### config.mk
export PLATFORM = sky130hd
export DESIGN_NAME = picorv32_pcpi_muldiv
export DESIGN_NICKNAME = d
export VERILOG_FILES = /design/src/rtl/picorv32_pcpi_pkg.sv /design/src/rtl/picorv32_pcpi_div_core.sv /design/src/rtl/picorv32_pcpi_muldiv.sv
export SDC_FILE = /design/constraint.sdc
export NUM_CORES = 1
export LEC_CHECK = 0
export CORE_ASPECT_RATIO = 0.8
export CORE_MARGIN = 1.5
export CORE_UTILIZATION = 40
export CTS_CLUSTER_SIZE = 24
export DETAILED_ROUTE_END_ITERATION = 12
export PLACE_DENSITY_LB_ADDON = 0.15
export SLEW_MARGIN = 10
export SYNTH_ARGS = -nofsm -noshare
export SYNTH_HDL_FRONTEND = slang
export SYNTH_HIERARCHICAL = 1
export SYNTH_SLANG_ARGS = --single-unit
### constraint.sdc
create_clock -name clk -period 5.8 [get_ports clk]
set_clock_uncertainty 0.2 [all_clocks]
set_input_delay 1.45 -clock clk [delete_from_list [all_inputs] [get_ports clk]]
set_output_delay 1.45 -clock clk [all_outputs]
set_load 0.1 [all_outputs]
### src/rtl/picorv32_pcpi_pkg.sv
// Shared decode constants, operation and FSM state types for the PCPI
// multiply/divide coprocessor.
package picorv32_pcpi_pkg;

  localparam logic [6:0] OPCODE_OP     = 7'b0110011;
  localparam logic [6:0] FUNCT7_MULDIV = 7'b0000001;

  typedef enum logic [2:0] {
    OP_MUL    = 3'd0,
    OP_MULH   = 3'd1,
    OP_MULHSU = 3'd2,
    OP_MULHU  = 3'd3,
    OP_DIV    = 3'd4,
    OP_DIVU   = 3'd5,
    OP_REM    = 3'd6,
    OP_REMU   = 3'd7
  } muldiv_op_e;

  typedef enum logic [2:0] {
    IDLE = 3'd0,
    LOAD = 3'd1,
    MUL  = 3'd2,
    DIV  = 3'd3,
    DONE = 3'd4
  } state_e;

  // funct3 bit 2 selects divide, bit 1 selects remainder, bit 0 selects unsigned
  function automatic logic op_is_div(input logic [2:0] f3);
    return f3[2];
  endfunction

  function automatic logic op_is_rem(input logic [2:0] f3);
    return f3[2] & f3[1];
  endfunction

  function automatic logic op_div_signed(input logic [2:0] f3);
    return f3[2] & ~f3[0];
  endfunction

  function automatic logic op_rs1_signed(input logic [2:0] f3);
    return (f3 == OP_MULH) || (f3 == OP_MULHSU);
  endfunction

  function automatic logic op_rs2_signed(input logic [2:0] f3);
    return f3 == OP_MULH;
  endfunction

endpackage

### src/rtl/picorv32_pcpi_div_core.sv
// Restoring unsigned divider: one quotient bit per step, with its own
// step counter. Operates on operand magnitudes supplied by the parent.
module picorv32_pcpi_div_core #(
  parameter int XLEN = 32
) (
  input  logic            clk,
  input  logic            resetn,
  input  logic            load,
  input  logic            step,
  input  logic [XLEN-1:0] dividend,
  input  logic [XLEN-1:0] divisor,
  output logic [XLEN-1:0] quo_nxt,
  output logic [XLEN-1:0] rem_nxt,
  output logic            last
);

  localparam int CW = $clog2(XLEN) + 1;

  logic [XLEN-1:0] quo;
  logic [XLEN-1:0] rem;
  logic [XLEN-1:0] dvs;
  logic [CW-1:0]   cnt;
  logic [XLEN:0]   acc;
  logic [XLEN:0]   diff;

  // Partial remainder stays below the divisor, so the shifted value fits
  // in XLEN+1 bits and the top bit of the difference is the borrow.
  always_comb begin
    acc  = {rem, quo[XLEN-1]};
    diff = acc - {1'b0, dvs};
    if (!diff[XLEN]) begin
      rem_nxt = diff[XLEN-1:0];
      quo_nxt = {quo[XLEN-2:0], 1'b1};
    end else begin
      rem_nxt = acc[XLEN-1:0];
      quo_nxt = {quo[XLEN-2:0], 1'b0};
    end
  end

  assign last = (cnt == CW'(1));

  always_ff @(posedge clk) begin
    if (load) begin
      quo <= dividend;
      rem <= '0;
      dvs <= divisor;
    end else if (step) begin
      quo <= quo_nxt;
      rem <= rem_nxt;
    end
  end

  always_ff @(posedge clk or negedge resetn) begin
    if (!resetn) begin
      cnt <= '0;
    end else if (load) begin
      cnt <= CW'(XLEN);
    end else if (step && (cnt != '0)) begin
      cnt <= cnt - CW'(1);
    end
  end

endmodule

### src/rtl/picorv32_pcpi_muldiv.sv
// PCPI coprocessor for RV32M/RV64M-style multiply and divide: carry-save
// shift-add multiplier plus optional restoring divider, one request at a time.
module picorv32_pcpi_muldiv
  import picorv32_pcpi_pkg::*;
#(
  parameter int XLEN          = 32,
  parameter int STEPS_AT_ONCE = 1,
  parameter int ENABLE_DIV    = 1
) (
  input  logic            clk,
  input  logic            resetn,
  input  logic            pcpi_valid,
  input  logic [31:0]     pcpi_insn,
  input  logic [XLEN-1:0] pcpi_rs1,
  input  logic [XLEN-1:0] pcpi_rs2,
  output logic            pcpi_wr,
  output logic [XLEN-1:0] pcpi_rd,
  output logic            pcpi_wait,
  output logic            pcpi_ready,
  output logic            busy
);

  localparam int              W2     = 2 * XLEN;
  localparam int              CW     = $clog2(W2) + 1;
  localparam logic [CW-1:0]   K_MUL  = CW'(XLEN / STEPS_AT_ONCE);
  localparam logic [CW-1:0]   K_MULH = CW'(W2 / STEPS_AT_ONCE);
  localparam logic [XLEN-1:0] XMIN   = {1'b1, {(XLEN-1){1'b0}}};

  state_e          state;
  state_e          state_nxt;
  muldiv_op_e      op;
  muldiv_op_e      insn_op;
  logic [CW-1:0]   cnt;
  logic            insn_match;
  logic            insn_unused;

  logic [W2-1:0]   mul_a;
  logic [W2-1:0]   mul_b;
  logic [W2-1:0]   acc_sum;
  logic [W2-1:0]   acc_carry;
  logic [W2-1:0]   ms_a;
  logic [W2-1:0]   ms_b;
  logic [W2-1:0]   ms_s;
  logic [W2-1:0]   ms_c;
  logic [W2-1:0]   ms_add;
  logic [W2-1:0]   ms_tmp;
  logic [W2-1:0]   mul_total;

  logic            op_div;
  logic            div_zero;
  logic            div_ovf;
  logic            div_skip;
  logic            neg_q;
  logic            neg_r;
  logic            div_load;
  logic            div_step;
  logic            div_last;
  logic [XLEN-1:0] div_dividend;
  logic [XLEN-1:0] div_divisor;
  logic [XLEN-1:0] div_quo_nxt;
  logic [XLEN-1:0] div_rem_nxt;
  logic [XLEN-1:0] div_result;

  assign insn_op     = muldiv_op_e'(pcpi_insn[14:12]);
  assign insn_match  = (pcpi_insn[6:0] == OPCODE_OP) && (pcpi_insn[31:25] == FUNCT7_MULDIV) &&
                       ((ENABLE_DIV != 0) || !pcpi_insn[14]);
  assign insn_unused = ^{pcpi_insn[24:15], pcpi_insn[11:7]};

  // Divide corner cases are resolved in LOAD from the live operands.
  assign op_div   = op_is_div(op);
  assign div_zero = op_div && (pcpi_rs2 == '0);
  assign div_ovf  = op_div_signed(op) && (pcpi_rs1 == XMIN) && (pcpi_rs2 == '1);
  assign div_skip = div_zero || div_ovf;

  assign div_dividend = (op_div_signed(op) && pcpi_rs1[XLEN-1]) ? -pcpi_rs1 : pcpi_rs1;
  assign div_divisor  = (op_div_signed(op) && pcpi_rs2[XLEN-1]) ? -pcpi_rs2 : pcpi_rs2;
  assign div_load     = (state == LOAD);
  assign div_step     = (state == DIV);
  assign div_result   = op_is_rem(op) ? (neg_r ? -div_rem_nxt : div_rem_nxt)
                                      : (neg_q ? -div_quo_nxt : div_quo_nxt);

  always_comb begin
    state_nxt  = state;
    pcpi_wait  = 1'b0;
    pcpi_ready = 1'b0;
    pcpi_wr    = 1'b0;
    busy       = 1'b0;
    case (state)
      IDLE: if (pcpi_valid && insn_match) state_nxt = LOAD;
      LOAD: begin
        pcpi_wait = 1'b1;
        busy      = 1'b1;
        if (!pcpi_valid)   state_nxt = IDLE;
        else if (op_div)   state_nxt = div_skip ? DONE : DIV;
        else               state_nxt = MUL;
      end
      MUL: begin
        pcpi_wait = 1'b1;
        busy      = 1'b1;
        if (!pcpi_valid)            state_nxt = IDLE;
        else if (cnt == CW'(1))     state_nxt = DONE;
      end
      DIV: begin
        pcpi_wait = 1'b1;
        busy      = 1'b1;
        if (!pcpi_valid)   state_nxt = IDLE;
        else if (div_last) state_nxt = DONE;
      end
      DONE: begin
        pcpi_wait  = 1'b1;
        pcpi_ready = 1'b1;
        pcpi_wr    = 1'b1;
        busy       = 1'b1;
        state_nxt  = IDLE;
      end
      default: state_nxt = IDLE;
    endcase
  end

  // Carry-save steps keep the per-bit path free of carry propagation; the
  // single full add below only feeds the result register on the last step.
  always_comb begin
    ms_a   = mul_a;
    ms_b   = mul_b;
    ms_s   = acc_sum;
    ms_c   = acc_carry;
    ms_add = '0;
    ms_tmp = '0;
    for (int i = 0; i < STEPS_AT_ONCE; i++) begin
      ms_add = ms_a[0] ? ms_b : '0;
      ms_tmp = ms_s ^ ms_c ^ ms_add;
      ms_c   = ((ms_s & ms_c) | (ms_s & ms_add) | (ms_c & ms_add)) << 1;
      ms_s   = ms_tmp;
      ms_a   = ms_a >> 1;
      ms_b   = ms_b << 1;
    end
    mul_total = ms_s + ms_c;
  end

  always_ff @(posedge clk or negedge resetn) begin
    if (!resetn) begin
      state   <= IDLE;
      op      <= OP_MUL;
      cnt     <= '0;
      pcpi_rd <= '0;
    end else begin
      state <= state_nxt;
      case (state)
        IDLE: if (pcpi_valid && insn_match) op <= insn_op;
        LOAD: begin
          cnt <= (op == OP_MUL) ? K_MUL : K_MULH;
          if (div_zero)     pcpi_rd <= op_is_rem(op) ? pcpi_rs1 : '1;
          else if (div_ovf) pcpi_rd <= op_is_rem(op) ? '0 : pcpi_rs1;
        end
        MUL: begin
          cnt <= cnt - CW'(1);
          if (cnt == CW'(1))
            pcpi_rd <= (op == OP_MUL) ? mul_total[XLEN-1:0] : mul_total[W2-1:XLEN];
        end
        DIV: if (div_last) pcpi_rd <= div_result;
        default: ;
      endcase
    end
  end

  always_ff @(posedge clk) begin
    if (state == LOAD) begin
      mul_a     <= {{XLEN{op_rs1_signed(op) & pcpi_rs1[XLEN-1]}}, pcpi_rs1};
      mul_b     <= {{XLEN{op_rs2_signed(op) & pcpi_rs2[XLEN-1]}}, pcpi_rs2};
      acc_sum   <= '0;
      acc_carry <= '0;
      neg_q     <= op_div_signed(op) && (pcpi_rs1[XLEN-1] ^ pcpi_rs2[XLEN-1]);
      neg_r     <= op_div_signed(op) && pcpi_rs1[XLEN-1];
    end else if (state == MUL) begin
      mul_a     <= ms_a;
      mul_b     <= ms_b;
      acc_sum   <= ms_s;
      acc_carry <= ms_c;
    end
  end

  if (ENABLE_DIV != 0) begin : g_div
    picorv32_pcpi_div_core #(
      .XLEN(XLEN)
    ) u_div (
      .clk      (clk),
      .resetn   (resetn),
      .load     (div_load),
      .step     (div_step),
      .dividend (div_dividend),
      .divisor  (div_divisor),
      .quo_nxt  (div_quo_nxt),
      .rem_nxt  (div_rem_nxt),
      .last     (div_last)
    );
  end else begin : g_nodiv
    assign div_quo_nxt = '0;
    assign div_rem_nxt = '0;
    assign div_last    = 1'b0;
  end

endmodule

==> impl_metrics.ini, run 1 <==
[floorplan]
die_x_um = 293
die_h_um = 235
ios = 135
die_area_um2 = 68700
initial_utilization_pct = 40.7
core_um2 = 66000
num_rows = 84

[cts]
clk_pin_slew_ns = 0.06
cts_tree = done
cts_buffers = 45
clock_sinks = 404
clock_path_buffers = 3
h-tree-depth = 2
cts.root.buffer_cell = clkbuf_16
postCtsHoldBufs = 0
insertion_delay_ns = 0.58

[route]
num_vias = 23175
drt-initial-drc-count = 2246
wl_mm = 88.9
postRouteAntennaNets = 0
drtPass1Iterations = 8
viasPerCell = 5.75
wl_per_cell_um = 22.1
drc_errors = 0

[global_route]
grt_pass1_wl_mm = 136
grt_max_degree = 91
grt_pass1_vias = 22193
antenna_found_initial = 3
track_usage_pct = 25.4
overflow = 0

[yosys]
yosysWarningCount = 6
synthMuxAreaShare_pct = 3.11
synth-compound-area-share_pct = 19.3
synthXorXnorAreaFrac_pct = 6.92
syn-instance-count = 3012
async_reset_ff_share_pct = 12.6
synth_top_family_by_area = compound AO/OA/AOI/OAI gates
synth_adder_area_share_pct = 9.65
synthFlopType = edfxtp_1
postSynthAreaPerCell_um2 = 8.91
ys_seq_elements = 404
syn_area_um2 = 26800
synthDistinctLibCells = 86
syn_nets = 3278
ys_seq_area_share_pct = 38.3
synth-edff-count = 194
synthSimpleGateAreaFrac_pct = 16.6

[critical_path]
crit_family = compound AO/OA/AOI/OAI gates
path_buf_inv = 2
cp.required_ns = 6.08
slowest_stage = or4_4
crit_type = reg -> reg
crit_chain = inv_1 -> ha_1 -> a211oi_1 -> nor2_1 -> o31ai_1 -> a21oi_1 -> or3_1 -> o211ai_4 -> mux2_4 -> or4_4 -> nor4_4 -> buf_4 -> nor2b_4 -> nand3_2 -> o31ai_2 -> xor2_1 -> a211oi_2 -> a2111oi_4 -> o21ai_1 -> o32a_1
startpoint_type = register
crit_arrival_ns = 5.94
critPathMaxFanout = 6
slowest_delay_ns = 0.56
critPathCaptureType = register

[place]
place_congestion = 0.918
numPortBuffers = 119
dp_hpwl_mm = 67.2
place_ws_ns = -0.125
placedInstanceArea_um2 = 29400

[cells_and_area]
final_area_um2 = 31100
nets = 3400
fin_util_pct = 47.0
fillCellCount = 6353
drive_gt1_share_pct = 10.3
syn2layout_area_growth_pct = 15.7
insertedDiodeCount = 0

[timing]
fin_crit_sh_pct = 97.7
finalSetupViolCount = 0
fin_crit_ns = 5.67
slew_viol_final = 0
max_freq_mhz = 176
hold_viol_final = 0
setup_ws_ns = 0.133
worst-slew-pin-transition_ns = 1.09
max_slew_margin_pct = 27.5
setup_tns_ns = 0

[power]
finalPower_mw = 9.41
peakVddDrop_v = 0.000218
p_leak_nw = 13.0
pwr_density_cell_nw_per_um2 = 303

[hold_path]
hp-class = reg -> reg

[job]
maxCapViolCount = 0

[run_status]
outcome = finished clean
layer usage:
metal / vias up / part of all wire (%) / track usage, %
li1: 10905 / - / -
met1: 11323 / 50 / 39.9
met2: 827 / 41 / 36.4
met3: 118 / 7.1 / 3.42
met4: 2 / 2.1 / 5.72
met5: - / 0.015 / 0
worst paths after layout:
path                            cells past startpoint           startpoint                  to  slack, ns
worst max-delay path                               20  g_div.u_div/dvs[25]         pcpi_rd[25]       0.13
worst min-delay path                                2           pcpi_rd[9]          pcpi_rd[9]       0.28
worst max register to register                     20  g_div.u_div/dvs[25]         pcpi_rd[25]       0.13
worst min register to register                      2           pcpi_rd[9]          pcpi_rd[9]       0.28
max in group asynchronous                           2               resetn         pcpi_rd[16]       4.12
min in group asynchronous                           2               resetn  g_div.u_div/cnt[5]       0.77
state kept, by name, summed over array words and instances (netlist names):
name	flops
acc_carry	63
acc_sum	64
cnt	7
g_div.u_div/cnt	6
g_div.u_div/dvs	32
g_div.u_div/quo	32
g_div.u_div/rem	32
mul_a	64
mul_b	64
neg_q	1
neg_r	1
op	3
pcpi_rd	32
state	3
tightest hold or removal path, stage by stage, from the launching register on:
cell and delay [ns]:
dfrtp_1 0.34, nand2_1 0.05, o21ai_0 0.06
kinds of logic after synthesis:
family	after synthesis
DFF	404
xor gates and xnor gates	212
muxes	73
buffers and inverters	389
AOI/OAI and AO/OA	783
adders and majority gates	169
and+or+nand+nor	982
cell usage in the layout (no fill, tap or decap), types with 17 or more instances in the layout:
| cell type | Yosys | final |
|---|---|---|
| nor4_1 | 26 | 24 |
| inv_1 | 190 | 188 |
| dfrtp_1 | 51 | 51 |
| nand3_1 | 34 | 33 |
| or4_1 | 19 | 17 |
| a22o_1 | 68 | 68 |
| o211ai_1 | 21 | 21 |
| a21o_1 | 63 | 63 |
| nor2_1 | 183 | 179 |
| ha_1 | 103 | 103 |
| xor2_1 | 87 | 87 |
| dfxtp_1 | 159 | 159 |
| o22ai_1 | 67 | 67 |
| or3_1 | 21 | 21 |
| a21oi_1 | 193 | 192 |
| a31oi_1 | 30 | 30 |
| o21a_1 | 19 | 19 |
| o41ai_1 | 18 | 17 |
| mux2_2 | 40 | 40 |
| o31ai_1 | 42 | 41 |
| edfxtp_1 | 194 | 194 |
| nand4_1 | 36 | 36 |
| o21ai_0 | 132 | 132 |
| and2_1 | 48 | 48 |
| mux2i_1 | 22 | 22 |
| buf_4 | 38 | 148 |
| clkbuf_16 | 0 | 49 |
| nand2_1 | 495 | 494 |
| fa_1 | 64 | 63 |
| clkdlybuf4s50_1 | 0 | 118 |
| nor3_1 | 41 | 40 |
| xnor2_1 | 125 | 125 |
through the flow:
step / hold WS, ns / std cells
after global routing: 0.311 / 4030
after floorplan: 0.249 / 3012
after CTS: 0.288 / 4026
after detailed placement: 0.273 / 3943
after global placement: 0.265 / 3943
final: 0.283 / 4030
power breakdown:
| group | internal [mW] | switching [mW] | leakage [nW] | total (mW) |
|---|---|---|---|---|
| Combinational | 1.13 | 2.04 | 8.58 | 3.17 |
| Sequential | 3.16 | 0.116 | 3.72 | 3.28 |
| Clock | 1.73 | 1.22 | 0.730 | 2.96 |
cell usage after synthesis, types with 19 or more instances:
master | count | area [µm²]
inv_1 | 190 | 713
a31oi_1 | 30 | 188
clkbuf_1 | 129 | 484
nand2_1 | 495 | 1860
nand3_1 | 34 | 170
edfxtp_1 | 194 | 5830
nor4_1 | 26 | 163
o21a_1 | 19 | 143
dfrtp_1 | 51 | 1280
buf_4 | 38 | 285
mux2_2 | 40 | 450
nor2_1 | 183 | 687
fa_1 | 64 | 1280
o21ai_0 | 132 | 661
mux2i_1 | 22 | 220
or4_1 | 19 | 143
dfxtp_1 | 159 | 3180
o22ai_1 | 67 | 419
a22o_1 | 68 | 596
a21oi_1 | 193 | 966
xor2_1 | 87 | 762
o31ai_1 | 42 | 315
ha_1 | 103 | 1290
or3_1 | 21 | 131
xnor2_1 | 125 | 1090
nand4_1 | 36 | 225
o211ai_1 | 21 | 158
a21o_1 | 63 | 473
and2_1 | 48 | 300
nor3_1 | 41 | 205
area by class of cell:
cell class | instances | area, µm² | area share [%]
clock inverters | 19 | 210 | 0.677
flip-flops and latches | 404 | 10300 | 33.1
well taps | 860 | 1080 | 3.47
inverters | 192 | 733 | 2.36
repair buffers | 272 | 2400 | 7.74
clock buffers | 64 | 1290 | 4.16
multi-input cells | 2219 | 15100 | 48.5
what timing repair did:
action                                  in CTS  in global routing
pin swaps                                    0                  6
setup buffers                                0                  3
resized for setup                            2                 20
endpoints found under the setup margin       1                 14
gates cloned                                 0                  1
(Power assumes the default switching activity.)
==> run 2: changes to the inputs <==
--- a/config.mk
+++ b/config.mk
@@ -10,6 +10,7 @@
 export CORE_UTILIZATION = 40
 export CTS_CLUSTER_SIZE = 24
 export DETAILED_ROUTE_END_ITERATION = 12
+export HOLD_SLACK_MARGIN = 0.02
 export PLACE_DENSITY_LB_ADDON = 0.15
 export SLEW_MARGIN = 10
 export SYNTH_ARGS = -nofsm -noshare
==> results of run 2 <==
Final layout, timing and power as in run 1 (identical DEF).
